### src/rtl/multicycle_controller.sv
// Multi-cycle RISC-V control unit: sequences fetch/decode/execute/memory/
// writeback for the shared-memory datapath, with a memory-ready handshake,
// optional bne support and an illegal-opcode halt.
module multicycle_controller #(
  parameter bit BNE_ENABLE      = 1'b1,
  parameter bit HALT_ON_ILLEGAL = 1'b1
) (
  input  logic       clock,
  input  logic       reset,
  input  logic [6:0] opcode,
  input  logic [2:0] funct3,
  input  logic       funct7b5,
  input  logic       zero,
  input  logic       mem_ready,
  output logic       PC_write,
  output logic       adr_select,
  output logic       mem_write,
  output logic       mem_request,
  output logic       IR_write,
  output logic [1:0] result_select,
  output logic [1:0] ALU_select_A,
  output logic [1:0] ALU_select_B,
  output logic [1:0] imm_select,
  output logic       reg_write,
  output logic [2:0] ALU_control,
  output logic       halted,
  output logic [3:0] state
);

  typedef enum logic [3:0] {
    S_FETCH    = 4'd0,
    S_DECODE   = 4'd1,
    S_MEMADR   = 4'd2,
    S_MEMREAD  = 4'd3,
    S_MEMWB    = 4'd4,
    S_MEMWRITE = 4'd5,
    S_EXECR    = 4'd6,
    S_ALUWB    = 4'd7,
    S_EXECI    = 4'd8,
    S_JAL      = 4'd9,
    S_BRANCH   = 4'd10,
    S_HALT     = 4'd11
  } state_t;

  localparam logic [6:0] OP_LW  = 7'b0000011;
  localparam logic [6:0] OP_SW  = 7'b0100011;
  localparam logic [6:0] OP_R   = 7'b0110011;
  localparam logic [6:0] OP_I   = 7'b0010011;
  localparam logic [6:0] OP_JAL = 7'b1101111;
  localparam logic [6:0] OP_BR  = 7'b1100011;

  localparam logic [2:0] ALU_ADD = 3'b000;
  localparam logic [2:0] ALU_SUB = 3'b001;
  localparam logic [2:0] ALU_AND = 3'b010;
  localparam logic [2:0] ALU_OR  = 3'b011;
  localparam logic [2:0] ALU_SLT = 3'b101;

  state_t state_q, state_d;
  logic   [2:0] funct_alu;
  logic   br_taken;

  // funct3/funct7 decode used by the R and I execute states
  always_comb begin
    funct_alu = ALU_ADD;
    case (funct3)
      3'b000:  funct_alu = (opcode[5] & funct7b5) ? ALU_SUB : ALU_ADD;
      3'b010:  funct_alu = ALU_SLT;
      3'b110:  funct_alu = ALU_OR;
      3'b111:  funct_alu = ALU_AND;
      default: funct_alu = ALU_ADD;
    endcase
  end

  // branch resolution; unsupported funct3 values never redirect the PC
  always_comb begin
    br_taken = ((funct3 == 3'b000) & zero) |
               (BNE_ENABLE & (funct3 == 3'b001) & ~zero);
  end

  // next-state logic; mem_ready only matters in the three memory states
  always_comb begin
    state_d = state_q;
    case (state_q)
      S_FETCH:    state_d = mem_ready ? S_DECODE : S_FETCH;
      S_DECODE: begin
        case (opcode)
          OP_LW, OP_SW: state_d = S_MEMADR;
          OP_R:         state_d = S_EXECR;
          OP_I:         state_d = S_EXECI;
          OP_JAL:       state_d = S_JAL;
          OP_BR:        state_d = S_BRANCH;
          default:      state_d = HALT_ON_ILLEGAL ? S_HALT : S_FETCH;
        endcase
      end
      S_MEMADR:   state_d = (opcode == OP_SW) ? S_MEMWRITE : S_MEMREAD;
      S_MEMREAD:  state_d = mem_ready ? S_MEMWB : S_MEMREAD;
      S_MEMWB:    state_d = S_FETCH;
      S_MEMWRITE: state_d = mem_ready ? S_FETCH : S_MEMWRITE;
      S_EXECR,
      S_EXECI,
      S_JAL:      state_d = (state_q == S_JAL) ? S_ALUWB : S_ALUWB;
      S_ALUWB:    state_d = S_FETCH;
      S_BRANCH:   state_d = S_FETCH;
      S_HALT:     state_d = S_HALT;
      default:    state_d = S_FETCH;
    endcase
  end

  // state register; reset aborts whatever instruction is in flight
  always_ff @(posedge clock) begin
    if (reset) state_q <= S_FETCH;
    else       state_q <= state_d;
  end

  // output decode of the current state; kept combinational so the
  // mem_ready/zero qualification acts in the same cycle
  always_comb begin
    PC_write      = 1'b0;
    adr_select    = 1'b0;
    mem_write     = 1'b0;
    mem_request   = 1'b0;
    IR_write      = 1'b0;
    result_select = 2'b00;
    ALU_select_A  = 2'b00;
    ALU_select_B  = 2'b00;
    reg_write     = 1'b0;
    ALU_control   = ALU_ADD;
    halted        = 1'b0;
    case (state_q)
      S_FETCH: begin
        mem_request   = 1'b1;
        ALU_select_B  = 2'b10;
        result_select = 2'b10;
        IR_write      = mem_ready;
        PC_write      = mem_ready;
      end
      S_DECODE: begin
        ALU_select_A = 2'b01;
        ALU_select_B = 2'b01;
      end
      S_MEMADR: begin
        ALU_select_A = 2'b10;
        ALU_select_B = 2'b01;
      end
      S_MEMREAD: begin
        mem_request = 1'b1;
        adr_select  = 1'b1;
      end
      S_MEMWB: begin
        result_select = 2'b01;
        reg_write     = 1'b1;
      end
      S_MEMWRITE: begin
        mem_request = 1'b1;
        adr_select  = 1'b1;
        mem_write   = 1'b1;
      end
      S_EXECR: begin
        ALU_select_A = 2'b10;
        ALU_control  = funct_alu;
      end
      S_EXECI: begin
        ALU_select_A = 2'b10;
        ALU_select_B = 2'b01;
        ALU_control  = funct_alu;
      end
      S_ALUWB:  reg_write = 1'b1;
      S_JAL: begin
        ALU_select_A = 2'b01;
        ALU_select_B = 2'b10;
        PC_write     = 1'b1;
      end
      S_BRANCH: begin
        ALU_select_A = 2'b10;
        ALU_control  = ALU_SUB;
        PC_write     = br_taken;
      end
      S_HALT:   halted = 1'b1;
      default: ;
    endcase
    if (reset) begin
      PC_write    = 1'b0;
      IR_write    = 1'b0;
      mem_write   = 1'b0;
      reg_write   = 1'b0;
      mem_request = 1'b0;
    end
  end

  // immediate format follows the opcode regardless of state
  always_comb begin
    case (opcode)
      OP_SW:   imm_select = 2'b01;
      OP_BR:   imm_select = 2'b10;
      OP_JAL:  imm_select = 2'b11;
      default: imm_select = 2'b00;
    endcase
  end

  assign state = state_q;

endmodule

### config.mk
export PLATFORM = sky130hd
export DESIGN_NAME = multicycle_controller
export DESIGN_NICKNAME = d
export VERILOG_FILES = /design/src/rtl/multicycle_controller.sv
export SDC_FILE = /design/constraint.sdc
export NUM_CORES = 1
export LEC_CHECK = 0
export BUFFER_PORTS_ARGS = -buffer_cell sky130_fd_sc_hd__buf_4
export CORE_UTILIZATION = 47
export CTS_BUF_LIST = sky130_fd_sc_hd__clkbuf_16
export DETAILED_ROUTE_END_ITERATION = 6
export PLACE_DENSITY_LB_ADDON = 0.12
export SLEW_MARGIN = 10
export SYNTH_ARGS = -nofsm -noshare
export SYNTH_HDL_FRONTEND = slang
export SYNTH_SLANG_ARGS = --single-unit
export TNS_END_PERCENT = 5
### constraint.sdc
create_clock -name clock -period 3.2 [get_ports clock]
set_input_delay 0.64 -clock clock [delete_from_list [all_inputs] [get_ports clock]]
set_output_delay 0.64 -clock clock [all_outputs]
set_load 0.03 [all_outputs]
# == Word level (Yosys, flattened, before mapping) ==
# Index checks and enable logic that the tools add are counted.
# word_totals
ff_bits,4
in_bits,15
out_inout_bits,22
elab_cells,64
# classes
n_eq_ne,21
muxes,25
bitwise_logic,5
n_reduce_logical,12
# op_table
operator,n
4-bit one-hot mux with 7 select lines,1
4-bit one-hot mux with 5 select lines,1
4-bit by 3-bit equality test with 1-bit output (second input constant),4
4-bit equality test (second input constant),4
7-bit by 6-bit equality test with 1-bit output (second input constant),2
7-bit equality test (second input constant),2
1-bit 2-to-1 mux,13
2-bit one-hot mux with 2 select lines,3
3-bit one-hot mux with 4 select lines,1
2-bit OR reduction,6
3-bit 2-to-1 mux,3
3-bit OR reduction,3
4-bit by 2-bit equality test with 1-bit output (second input constant),2
7-bit by 2-bit equality test with 1-bit output (second input constant),1
7-bit by 5-bit equality test with 1-bit output (second input constant),1
3-bit equality test (second input constant),2
2-bit one-hot mux with 3 select lines,1
3-bit one-hot mux with 2 select lines,1
4-bit by 1-bit equality test with 1-bit output (second input constant),1
4-bit logical NOT,1
4-bit OR reduction,1
1-bit bitwise AND,3
3-bit by 1-bit equality test with 1-bit output (second input constant),1
3-bit by 2-bit equality test with 1-bit output (second input constant),1
4 further kinds,4

# == Depth between registers and ports, before layout ==
# depth
ltp_word,5
mapped_depth,6
ltp_nobuf,4

# == Worst setup path after synthesis ==
# Ideal clock, no wire load.
# synth_timing
kind,reg2out
start,register state_q[2] (netlist: state[2])
end,output port IR_write
t_arrival_ns,1.792
slack_ns,0.768
stages_incl_launch_ff,4
n_path_buf,1
cell_sequence,dfxtp_1 -> buf_4 -> nor4_2 -> and3b_1
# synth_between
elab_chain_cells,3
# synth_lines
item,line_no,source
from (decl),58,"state_t state_q, state_d;"
from (signal assigned),112,else state_q <= state_d;
4-bit logical NOT,129,case (state_q)
1-bit 2-to-1 mux,129,
1-bit 2-to-1 mux,181,if (reset) begin
to (decl),19,"output logic IR_write,"
# Every way passes these cells.

# == Final worst setup path ==
# layout_timing
start,register state_q[3] (netlist: state[3])
end,output port ALU_control[2]
# layout_between
elab_chain_cells,3
word_cells_on_any_way,5
classes_between,eq/ne (3); mux (1); reduce/logical (1)
# layout_lines
item,line_no,source
4-bit equality test or 4-bit by 3-bit equality test with 1-bit output (tied branches),129,
2-bit OR reduction (no line),n/a,
3-bit one-hot mux with 2 select lines (*),129,
to (decl),25,"output logic [2:0] ALU_control,"
# Mark *: on every way between the ends. The rest lies on a longest branch, timed or not.

==> impl_metrics.env <==
export IMPL_number_of_resized_instances_in_the_post_cts_repair_step=0
export IMPL_track_usage_pct=22.7
export IMPL_clk_transition_reported_paths_ns=0.03
export IMPL_final_setup_tns_ns=0
export IMPL_avgRoutedWirePerCell_um=11.9
export IMPL_synth_seq_area_share_pct=11.6
export IMPL_final_setup_violating_endpoints=0
export IMPL_area_growth_syn_to_layout_pct=43.6
export IMPL_route_vias_total=755
export IMPL_tritoncts_num_buffers=3
export IMPL_ant_nets=0
export IMPL_row_count=13
export IMPL_synth_lib_cells_used_distinct=39
export IMPL_grt_start_max_net_pins=22
export IMPL_place_inst=138
export IMPL_die_h_um=40.3
export IMPL_outcome="finished clean"
export IMPL_hold_class="in2reg"
export IMPL_combinationalPowerShare_pct=63.4
export IMPL_final_hold_slack_ns=0.792
export IMPL_hold_buffers=0
export IMPL_flop_pwr_share_pct=17.1
export IMPL_fp_coreArea_um2=1330
export IMPL_top_level_ports=37
export IMPL_total_internal_power_mw=0.500
export IMPL_detail_route_drc_violations=0
export IMPL_worstSetupStartpointType="register"
export IMPL_vias_per_cell=5.35
export IMPL_layoutNonFillerInstCount=141
export IMPL_ir_drop_v=0.000457
export IMPL_largest_reg_flops=4
export IMPL_cts_tree="built"
export IMPL_minimum_setup_slack_after_placement_ns=0.891
export IMPL_cp_required_ns=2.56
export IMPL_rsz0062_at_grt="no"
export IMPL_timing_fmax_ghz=0.389
export IMPL_synth_cell_area_um2=688
export IMPL_gp_congestion=0.805
export IMPL_final_min_period_over_clock_period_pct=80.3
export IMPL_grt_pass1_wl_um=2500
export IMPL_synth_edf_count=0
export IMPL_drive_gt1_share_pct=37.3
export IMPL_fp_dieW_um=40.3
export IMPL_grt_overflow_total=0
export IMPL_clk_root_buffer_cell="sky130_fd_sc_hd__clkbuf_16"
export IMPL_worst_slew_margin_rel_pct=53.0
export IMPL_power_switching_mw=0.510
export IMPL_hold_viol=0
export IMPL_final_cell_mix="sky130_fd_sc_hd__buf_4, sky130_fd_sc_hd__a21oi_1, sky130_fd_sc_hd__nand2b_1"
export IMPL_antenna_found_initial=0
export IMPL_fp_dieArea_um2=1620
export IMPL_layout_setup_ws_ns=0.630
export IMPL_power_share_switching_pct=50.5
export IMPL_cp_max_fo=19
export IMPL_final_wirelength_um=1680
export IMPL_post_cts_setup_buffer_count=0
export IMPL_synthCells=95
export IMPL_drv_cap=0
export IMPL_worstPathArrival_ns=1.93
export IMPL_crit_path_end_kind="output port"
export IMPL_clock_power_share_pct=19.6
export IMPL_initial_core_util_pct=51.6
export IMPL_ys_flop_type="sky130_fd_sc_hd__dfxtp_1"
export IMPL_post_synth_arst_share_pct=0
export IMPL_dp_final_hpwl_um=1190
export IMPL_first_iteration_detailed_routing_drc_count=14
export IMPL_cts_num_sinks=4
export IMPL_synth_warnings=0
export IMPL_static_leakage_power_nw=0.444
export IMPL_synth_seq_cells=4
export IMPL_final_min_clock_period_ns=2.57
export IMPL_port_buffers=36
export IMPL_power_density_nw_per_um2=1020
export IMPL_cts_max_level=1
export IMPL_drt_first_pass_iters=4
export IMPL_setup_worst_path_class="reg2out"
export IMPL_maxSlewViolCount=0
export IMPL_first_global_vias=592
export IMPL_layout_cells_most_common="sky130_fd_sc_hd__buf_4"
export IMPL_final_design_area_no_fill_um2=988
export IMPL_timing_worst_slew_pin_value_ns=0.704
export IMPL_final_setup_skew_ns=0.000608
export IMPL_placement_cell_area_um2=913
export IMPL_num_nets_final=143
export IMPL_insertedDiodeCount=0
export IMPL_clk_path_buf_depth=2
export IMPL_syn_area_per_cell_um2=7.24
export IMPL_mappedNetlistNets=110
export IMPL_insertion_delay_ns=0.23
[per-stage QoR]
| stage | power, mW | utilization [%] |
|---|---|---|
| 2_1_floorplan | 0.649 | - |
| 5_1_grt | 1.08 | 74.1 |
| 3_5_place_dp | 0.807 | 68.5 |
| 3_3_place_gp | 0.794 | 68.5 |
| 6_report | 1.01 | 74.1 |
| 4_1_cts | 1.01 | 74.1 |
[worst paths after layout]
check / start / end / slack (ns) / depth (start not counted)
worst max-delay path: state[3] / ALU_control[2] / 0.63 / 5
worst min-delay path: opcode[6] / state[0] / 0.79 / 4
worst max register to register: state[0] / state[2] / 1.45 / 4
worst min register to register: state[1] / state[3] / 0.81 / 2
[area by class of cell]
cell class	instances	area, um2
inverter	3	11.3
clock buffer	3	75.1
fill	109	345
tap	15	18.8
timing repair buffer	36	270
multi-input combinational	80	533
sequential	4	80.1
[kinds of logic (layout without fill, tap and decap cells)]
family	after synthesis	in the layout	share of synthesized area [%]
compound gates	26	26	23.1
xor+xnor	4	4	5.09
buf+inv	11	42	10.9
flops	4	4	11.6
mux	1	1	1.45
simple gates	49	49	47.8
[power by group through the flow]
stage | Sequential, mW | Combinational [mW] | Clock, mW
3_5_place_dp | 0.172 | 0.636 | 0
3_3_place_gp | 0.167 | 0.626 | 0
2_1_floorplan | 0.122 | 0.527 | 0
6_report | 0.172 | 0.641 | 0.198
5_1_grt | 0.183 | 0.692 | 0.201
4_1_cts | 0.171 | 0.642 | 0.198
[metal layers]
layer	track usage, %	share of wire, %
met1	28.6	44
met4	5.00	0.78
met3	5.00	6.6
met5	0	0
met2	39.1	48
[synth_stat cells, types with 2 or more instances]
cell / count / area (um2)
sky130_fd_sc_hd__a21oi_1: 12 / 60.1
sky130_fd_sc_hd__a31oi_1: 2 / 12.5
sky130_fd_sc_hd__buf_2: 3 / 15.0
sky130_fd_sc_hd__buf_4: 2 / 15.0
sky130_fd_sc_hd__buf_6: 3 / 33.8
sky130_fd_sc_hd__dfxtp_1: 4 / 80.1
sky130_fd_sc_hd__inv_1: 3 / 11.3
sky130_fd_sc_hd__nand2_1: 3 / 11.3
sky130_fd_sc_hd__nand2b_1: 11 / 68.8
sky130_fd_sc_hd__nand3_1: 3 / 15.0
sky130_fd_sc_hd__nand3b_1: 3 / 22.5
sky130_fd_sc_hd__nor2_1: 6 / 22.5
sky130_fd_sc_hd__nor3_1: 6 / 30.0
sky130_fd_sc_hd__nor3_2: 2 / 20.0
sky130_fd_sc_hd__nor3b_1: 3 / 22.5
sky130_fd_sc_hd__nor3b_2: 2 / 25.0
sky130_fd_sc_hd__o21ai_0: 3 / 15.0
sky130_fd_sc_hd__xnor2_1: 3 / 26.3
[critical path, cell delays in order (launching register included)]
cell,delay (ns)
sky130_fd_sc_hd__dfxtp_1,0.75
sky130_fd_sc_hd__nor2b_4,0.29
sky130_fd_sc_hd__nand2b_1,0.08
sky130_fd_sc_hd__a211o_1,0.28
sky130_fd_sc_hd__nor3_2,0.11
sky130_fd_sc_hd__buf_4,0.18
No activity file was read; power rests on OpenSTA's default activity.
